### src/rtl/aes_enc_pkg.sv
// ============================================================================
// Package : aes_enc_pkg
// Brief   : Shared state encoding, legal round counts and round-index width
//           for the AES encryption controller.
// Rev     : 1.0
// ============================================================================
`default_nettype none

package aes_enc_pkg;

    localparam int unsigned IDX_W     = 4;
    localparam int unsigned NR_AES128 = 10;
    localparam int unsigned NR_AES192 = 12;
    localparam int unsigned NR_AES256 = 14;

    typedef enum logic [2:0] {
        S_IDLE  = 3'd0,
        S_ARK0  = 3'd1,
        S_SUB   = 3'd2,
        S_ROW   = 3'd3,
        S_COL   = 3'd4,
        S_ARK   = 3'd5,
        S_FINAL = 3'd6,
        S_DONE  = 3'd7
    } state_t;

    function automatic logic nr_is_legal(input int unsigned nr);
        return (nr == NR_AES128) || (nr == NR_AES192) || (nr == NR_AES256);
    endfunction

endpackage

`default_nettype wire

### src/rtl/aes_enc_round_counter.sv
// ============================================================================
// Module : aes_enc_round_counter
// Brief  : Round index register with clear, saturating increment and a
//          compare-to-NR flag used by the controller FSM.
// Rev    : 1.0
// ============================================================================
`default_nettype none

module aes_enc_round_counter
    import aes_enc_pkg::*;
#(
    parameter int unsigned NR = NR_AES128
) (
    input  logic             clock,
    input  logic             reset,
    input  logic             clear_i,
    input  logic             incr_i,
    output logic [IDX_W-1:0] count_o,
    output logic             at_last_o
);

    localparam logic [IDX_W-1:0] C_NR = IDX_W'(NR);

    logic [IDX_W-1:0] count_q;
    logic [IDX_W-1:0] count_d;

    // Increment saturates at NR so the index can never run past the key schedule.
    always_comb begin
        count_d = count_q;
        if (clear_i) begin
            count_d = '0;
        end else if (incr_i && (count_q != C_NR)) begin
            count_d = count_q + IDX_W'(1);
        end
    end

    always_ff @(posedge clock or negedge reset) begin
        if (!reset) begin
            count_q <= '0;
        end else begin
            count_q <= count_d;
        end
    end

    assign count_o   = count_q;
    assign at_last_o = (count_q == C_NR);

endmodule

`default_nettype wire

### src/rtl/aes_enc_control.sv
// ============================================================================
// Module : aes_enc_control
// Brief  : Round-sequencing FSM for an iterative AES encryption datapath.
//          Optional abort input enabled by macro AES_ENC_CTRL_ABORT_EN.
// Rev    : 1.0
// ============================================================================
`default_nettype none

module aes_enc_control
    import aes_enc_pkg::*;
#(
    parameter int unsigned NR = NR_AES128
) (
    input  logic             clock,
    input  logic             reset,
    input  logic             encrypt,
`ifdef AES_ENC_CTRL_ABORT_EN
    input  logic             abort,
`endif
    output logic             init,
    output logic             isRound0,
    output logic             isLastRound,
    output logic             en_round_out,
    output logic             en_reg_sub_out,
    output logic             en_reg_row_out,
    output logic             en_reg_col_out,
    output logic             en_Dout,
    output logic [IDX_W-1:0] round_idx,
    output logic             busy,
    output logic             done
);

    state_t state_q;
    state_t state_d;

    logic   cnt_clear;
    logic   cnt_incr;
    logic   cnt_last;
    logic   abort_req;

`ifdef AES_ENC_CTRL_ABORT_EN
    assign abort_req = abort;
`else
    assign abort_req = 1'b0;
`endif

    aes_enc_round_counter #(
        .NR        (NR)
    ) u_round_counter (
        .clock     (clock),
        .reset     (reset),
        .clear_i   (cnt_clear),
        .incr_i    (cnt_incr),
        .count_o   (round_idx),
        .at_last_o (cnt_last)
    );

    always_ff @(posedge clock or negedge reset) begin
        if (!reset) begin
            state_q <= S_IDLE;
        end else begin
            state_q <= state_d;
        end
    end

    always_comb begin
        state_d        = state_q;
        init           = 1'b0;
        isRound0       = 1'b0;
        isLastRound    = 1'b0;
        en_round_out   = 1'b0;
        en_reg_sub_out = 1'b0;
        en_reg_row_out = 1'b0;
        en_reg_col_out = 1'b0;
        en_Dout        = 1'b0;
        busy           = 1'b0;
        done           = 1'b0;
        cnt_clear      = 1'b0;
        cnt_incr       = 1'b0;

        case (state_q)
            S_IDLE, S_DONE: begin
                done = (state_q == S_DONE);
                if (encrypt) begin
                    // Mealy init is gated by reset so nothing toggles while it is held.
                    init      = reset;
                    cnt_clear = 1'b1;
                    state_d   = S_ARK0;
                end
            end
            S_ARK0: begin
                busy         = 1'b1;
                isRound0     = 1'b1;
                en_round_out = 1'b1;
                cnt_incr     = 1'b1;
                state_d      = S_SUB;
            end
            S_SUB: begin
                busy           = 1'b1;
                en_reg_sub_out = 1'b1;
                state_d        = S_ROW;
            end
            S_ROW: begin
                busy           = 1'b1;
                en_reg_row_out = 1'b1;
                state_d        = cnt_last ? S_FINAL : S_COL;
            end
            S_COL: begin
                busy           = 1'b1;
                en_reg_col_out = 1'b1;
                state_d        = S_ARK;
            end
            S_ARK: begin
                busy         = 1'b1;
                en_round_out = 1'b1;
                cnt_incr     = 1'b1;
                state_d      = S_SUB;
            end
            S_FINAL: begin
                busy        = 1'b1;
                isLastRound = 1'b1;
                en_Dout     = 1'b1;
                state_d     = S_DONE;
            end
            default: begin
                state_d = S_IDLE;
            end
        endcase

        if (abort_req && busy) begin
            state_d   = S_IDLE;
            cnt_clear = 1'b1;
            cnt_incr  = 1'b0;
        end
    end

endmodule

`default_nettype wire

### config.mk
export PLATFORM = sky130hd
export DESIGN_NAME = aes_enc_control
export DESIGN_NICKNAME = d
export VERILOG_FILES = /design/src/rtl/aes_enc_pkg.sv /design/src/rtl/aes_enc_round_counter.sv /design/src/rtl/aes_enc_control.sv
export SDC_FILE = /design/constraint.sdc
export NUM_CORES = 1
export LEC_CHECK = 0
export ABC_AREA = 1
export BUFFER_PORTS_ARGS = -buffer_cell sky130_fd_sc_hd__buf_2
export CORE_AREA = 2 2 39 41
export CTS_BUF_LIST = sky130_fd_sc_hd__clkbuf_4
export CTS_CLUSTER_DIAMETER = 100
export DETAILED_ROUTE_END_ITERATION = 16
export DIE_AREA = 0 0 41 43
export HOLD_SLACK_MARGIN = 0.1
export PLACE_DENSITY = 0.56
export SLEW_MARGIN = 0
export SYNTH_ARGS = -nofsm -noshare
export SYNTH_HDL_FRONTEND = slang
export SYNTH_HIERARCHICAL = 1
export SYNTH_SLANG_ARGS = --single-unit
### constraint.sdc
create_clock -name clock -period 2.8 [get_ports clock]
set_input_delay 0.42 -clock clock [delete_from_list [all_inputs] [get_ports clock]]
set_output_delay 0.42 -clock clock [all_outputs]
set_load 0.01 [all_outputs]
After elaboration in Yosys (flattened, before gate mapping)
Cells that the tools add are included.
- $add $sub $neg: 1
- equal/unequal tests: 10
- muxes and demuxes: 17
- reductions and logical operators: 6
- operators by type and width (cell ; count):
    $pmux 3 s6 ; 1
    $eq 3x3->1 const B ; 4
    $mux 1 ; 12
    $mux 4 ; 2
    $eq 3x2->1 const B ; 2
    $reduce_or 6->1 ; 1
    $add 4x1->4 const B ; 1
    $eq 4x4->1 const B ; 1
    $ne 4x4->1 const B ; 1
    $reduce_or 2->1 ; 2
    $eq 3x1->1 const B ; 1
    $logic_not 3->1 ; 1
    $mux 3 ; 1
    $mux 2 ; 1
    $ne 2x2->1 const B ; 1
    $reduce_bool 2->1 ; 1
    $logic_and 1x1->1 ; 1
- flip-flop bits (word level): 7
- bits of input ports: 3
- output and inout bits: 14

Longest topological paths before layout
- word-level depth: 6
- mapped depth: 9
- depth with buffers taken out: 8

Modules after synthesis
Netlist, hierarchy kept.
- modules (own cells, without submodules) (module ; instances ; cells an instance ; area an instance (um^2) ; sequential area each (um^2)):
    aes_enc_round_counter ; 1 ; 31 ; 234.0 ; 100.1
    aes_enc_control ; 1 ; 35 ; 226.5 ; 75.1

Worst setup path after synthesis
Ideal clock, no wire load.
- path type: register to output
- from: register state_q[1]
- to: output init
- arrival: 0.924 ns
- slack: 1.456 ns
- cell stages (with the launch flop): 5
- path buffers: 1
- cell sequence: dfrtp_1 > buf_4 > nor2_1 > a21oi_2 > nor2_1
- cells in the longest elaborated chain, start to end: 3
- RTL lines (what ; RTL line ; RTL):
    start, declared ; aes_enc_control.sv:33 ; state_t state_q;
    start signal, assigned ; aes_enc_control.sv:62 ; state_q <= state_d;
    $eq 3x3->1 or $logic_not 3->1 (tied branches) ; aes_enc_control.sv:81 ; case (state_q)
    $reduce_or 2->1 (*) ; aes_enc_control.sv:81 ;
    $mux 1 (*) ; aes_enc_control.sv:81 ;
    end, declared ; aes_enc_control.sv:20 ; output logic init,
Mark *: on every way between the ends. The rest lies on a longest branch, timed or not.

Final worst setup path
- from: input reset
- to: output init
- cells in the longest elaborated chain, start to end: 2
- RTL lines (what ; RTL line ; RTL):
    start, declared ; aes_enc_control.sv:15 ; input logic reset,
    $mux 1 ; aes_enc_control.sv:84 ; if (encrypt) begin
    $mux 1 ; aes_enc_control.sv:81 ;
No other way between the ends.

==> implementation parameters <==
Parameter                              Value

Yosys
  Nets in the synthesized netlist    between 70 and 80
  Yosys cell types    13
  Library cell occupying the most area in the post-synthesis netlist    sky130_fd_sc_hd__dfrtp_1
  Cells taking the most area after synthesis    sky130_fd_sc_hd__dfrtp_1 (38%), sky130_fd_sc_hd__inv_1 (11%), sky130_fd_sc_hd__nand2_1 (11%), sky130_fd_sc_hd__nand4_1 (8.2%), sky130_fd_sc_hd__nand3_1 (7.6%)
  Synthesized area per cell    ~7 µm²
  Yosys warnings    6
  Top FF cell, synth    sky130_fd_sc_hd__dfrtp_1
  Post-synth ARST share    1.00
  Part of the Yosys area used for sequential elements    0.380
  Synthesized cell area    around 460 µm²
  Top-area cell type share of the netlist area    0.380
  Number of register bits inferred by synthesis    7
  Gate count of the mapped netlist    66
  Top cell types by occurrence after synthesis    sky130_fd_sc_hd__inv_1 (14), sky130_fd_sc_hd__nand2_1 (14), sky130_fd_sc_hd__dfrtp_1 (7), sky130_fd_sc_hd__nand3_1 (7), sky130_fd_sc_hd__nor2_1 (7)
  Count of flip-flops with a built-in enable after synthesis    0

CTS
  Cts bufs inserted    3
  Worst-Skew Late Latency    250 ps
  Level count of the clock H-tree    1
  Cts hold-fix bufs    1
  Sinks on the clock net    7
  Resized cells post-CTS    0
  Post-CTS Repair Setup Buffers    0
  Clock slew seen by the registers of the worst setup and hold paths    approximately 50 ps
  Root buffer cell    sky130_fd_sc_hd__clkbuf_4
  Clock Tree Buf Depth    2
  TritonCTS clock tree    yes

Timing
  Highest achievable clock rate    534 MHz
  Final Setup Violations    0
  Final period demand of the worst path    1870 ps
  Total Negative Setup Slacks    0 ps
  Remaining max-slew budget at the tightest pin    0.844
  Final period utilization    0.669
  Setup repair after global routing missed its margin    false
  Slew @ Worst Pin    233 ps
  Setup clock skew after layout    1.64 ps
  Final number of hold-violating endpoints    0
  Max-slew violations    0

Placement
  Final HPWL DP    766 µm
  Final weighted congestion in routability-driven placement    0.696
  # port buffers    16

Global route
  Global router's overall resource usage    0.138
  Highest-utilization routing layer at the global route stage    met2
  Antenna violations before repair    0
  Met2 usage    0.206
  Wire length of the first global-routing pass    1620 µm
  Total gr overflow    0
  Number of global-route vias before repair    399
  Largest net degree at the start of global routing    10
  GRT met3 Usage    0.0157
  Met1 usage    0.172

Setup path
  Biggest cell delay along the critical path    520 ps
  CP most frequent cell    sky130_fd_sc_hd__buf_2
  Data arrival, critical path    about 1500 ps
  Maximum fanout along the worst path    8
  Critical Path Sink Type    primary output
  Launch point of the worst path    reset
  Critical Path Start Type    primary input
  Critical path data required time    2380 ps
  Critical-path cell list    dlygate4sd3_1, buf_2, nand2_1, nor2_1, buf_2
  Startpoint of the most critical register-to-register path    state_q[1]
  CP Class    primary input to primary output
  Bufs and invs on worst path    3
  Family of cells with the greatest summed delay on the critical path    buffers and inverters
  Cell with the largest stage delay on the worst path    sky130_fd_sc_hd__dlygate4sd3_1

Pwr
  Sequential power share    0.322
  Gate power share    0.517
  Sw frac    0.471
  Maximum vdd ir drop    0.000447 V
  Leakage component of the power    0.376 nW
  Power Internal    0.000334 W
  Switching power total    approximately 0.00030 W
  Part of the power in the clock network    0.160
  Power per cell area    1080 mW/mm²

Status
  Run status    completed

Floorplan
  Die area    between 0.0015 and 0.002 mm²
  Placeable core region    0.00138 mm²
  Number of primary I/O pins    17
  FP Rows    14
  Initial standard-cell utilization of the core    0.333
  Die span in y    between 40 and 50 µm
  Die width    ~41 µm

Flow run
  Max Cap Violations    0

Layout
  Fin util    0.423
  Area added between synthesis and finish    27.2%
  Net count reported at finish    91
  Share of layout cells above drive strength 1    0.282
  Number of antenna diodes    0

Drt
  Final wirelength    a little under 1000 µm
  DRC marker count from the first detailed-route iteration    18
  Per-cell via count in the routed design    4.71
  Final routed wire length divided by cell count    between 9 and 10 µm
  Post-route antenna net violation count    0
  Routed via count    476
  Residual DRC count    0
  TritonRoute pass-1 iters    4

Hold path
  Hold WC Path Type    primary input to flip-flop
  Critical hold path startpoint    encrypt
-- layout make-up --
type	count	area, µm²
fill	147	798
multi-input combinational	42	214
sequential	7	175
timing repair buffer	17	90.1
inverter	15	56.3
clock buffer	4	30.0
tap	16	20.0
-- worst reg2reg max path, stage by stage, from the launching register on --
cell and delay, ps:
sky130_fd_sc_hd__dfrtp_1 450, sky130_fd_sc_hd__inv_1 80, sky130_fd_sc_hd__nand2_1 70, sky130_fd_sc_hd__inv_1 200
sky130_fd_sc_hd__nand2_1 100, sky130_fd_sc_hd__nor2_2 130, sky130_fd_sc_hd__nand2_1 70, sky130_fd_sc_hd__nand2_1 60
sky130_fd_sc_hd__nor2_1 40
-- flip-flops by register name (all words and copies together) (netlist names) --
register and count:
state_q 3, u_round_counter/count_o 4
-- metrics by stage --
| step | instance area (µm²) | worst slack [ps] | power, W | hold WS [ps] | std cells |
|---|---|---|---|---|---|
| global route | 586 | 856 | 0.000710 | 481 | 101 |
| global placement | 546 | 1440 | 0.000534 | 274 | 96 |
| finish | 586 | 927 | 0.000632 | 434 | 101 |
| CTS | 586 | 920 | 0.000643 | 426 | 101 |
| floorplan | 460 | 1460 | 0.000435 | 124 | 66 |
| detailed placement | 546 | 1420 | 0.000535 | 272 | 96 |
-- layout by cell type (no fill, tap or decap), types with 4 or more instances in the layout --
master | synthesis | routed
sky130_fd_sc_hd__buf_2 | 0 | 16
sky130_fd_sc_hd__clkbuf_4 | 0 | 4
sky130_fd_sc_hd__dfrtp_1 | 7 | 7
sky130_fd_sc_hd__inv_1 | 14 | 14
sky130_fd_sc_hd__nand2_1 | 14 | 14
sky130_fd_sc_hd__nand3_1 | 7 | 7
sky130_fd_sc_hd__nand4_1 | 6 | 6
sky130_fd_sc_hd__nor2_1 | 7 | 7
-- final timing paths --
check                      depth (start not counted)  slack, ps                    endpoint
max in group asynchronous                          2       2090                  state_q[2]
max                                                5        930                        init
max reg2reg                                        8       1490  u_round_counter/count_o[3]
min reg2reg                                        2        580  u_round_counter/count_o[0]
min                                                3        430                  state_q[0]
min in group asynchronous                          2        540                  state_q[1]
-- cells by family after synthesis --
family / Yosys count / share of synthesized area
AND/OR/NAND/NOR: 36 / 0.356
buffers and inverters: 17 / 0.155
flip-flops: 7 / 0.380
AO/OA/AOI/OAI: 4 / 0.0544
adder cells (fa/ha/maj): 2 / 0.0543
-- routing by layer --
metal / vias up / share of wire
met5: - / 0
met4: 0 / 0
met3: 0 / 0.053
met2: 15 / 0.47
met1: 213 / 0.47
li1: 248 / -
-- power by group through the flow --
stage,Sequential [W],Combinational (W),Clock (W)
2_1_floorplan,0.000193,0.000241,0
3_3_place_gp,0.000205,0.000329,0
3_5_place_dp,0.000205,0.000331,0
4_1_cts,0.000203,0.000333,0.000107
5_1_grt,0.000214,0.000387,0.000109
6_report,0.000203,0.000327,0.000101
No activity file was read; power rests on OpenSTA's default activity.
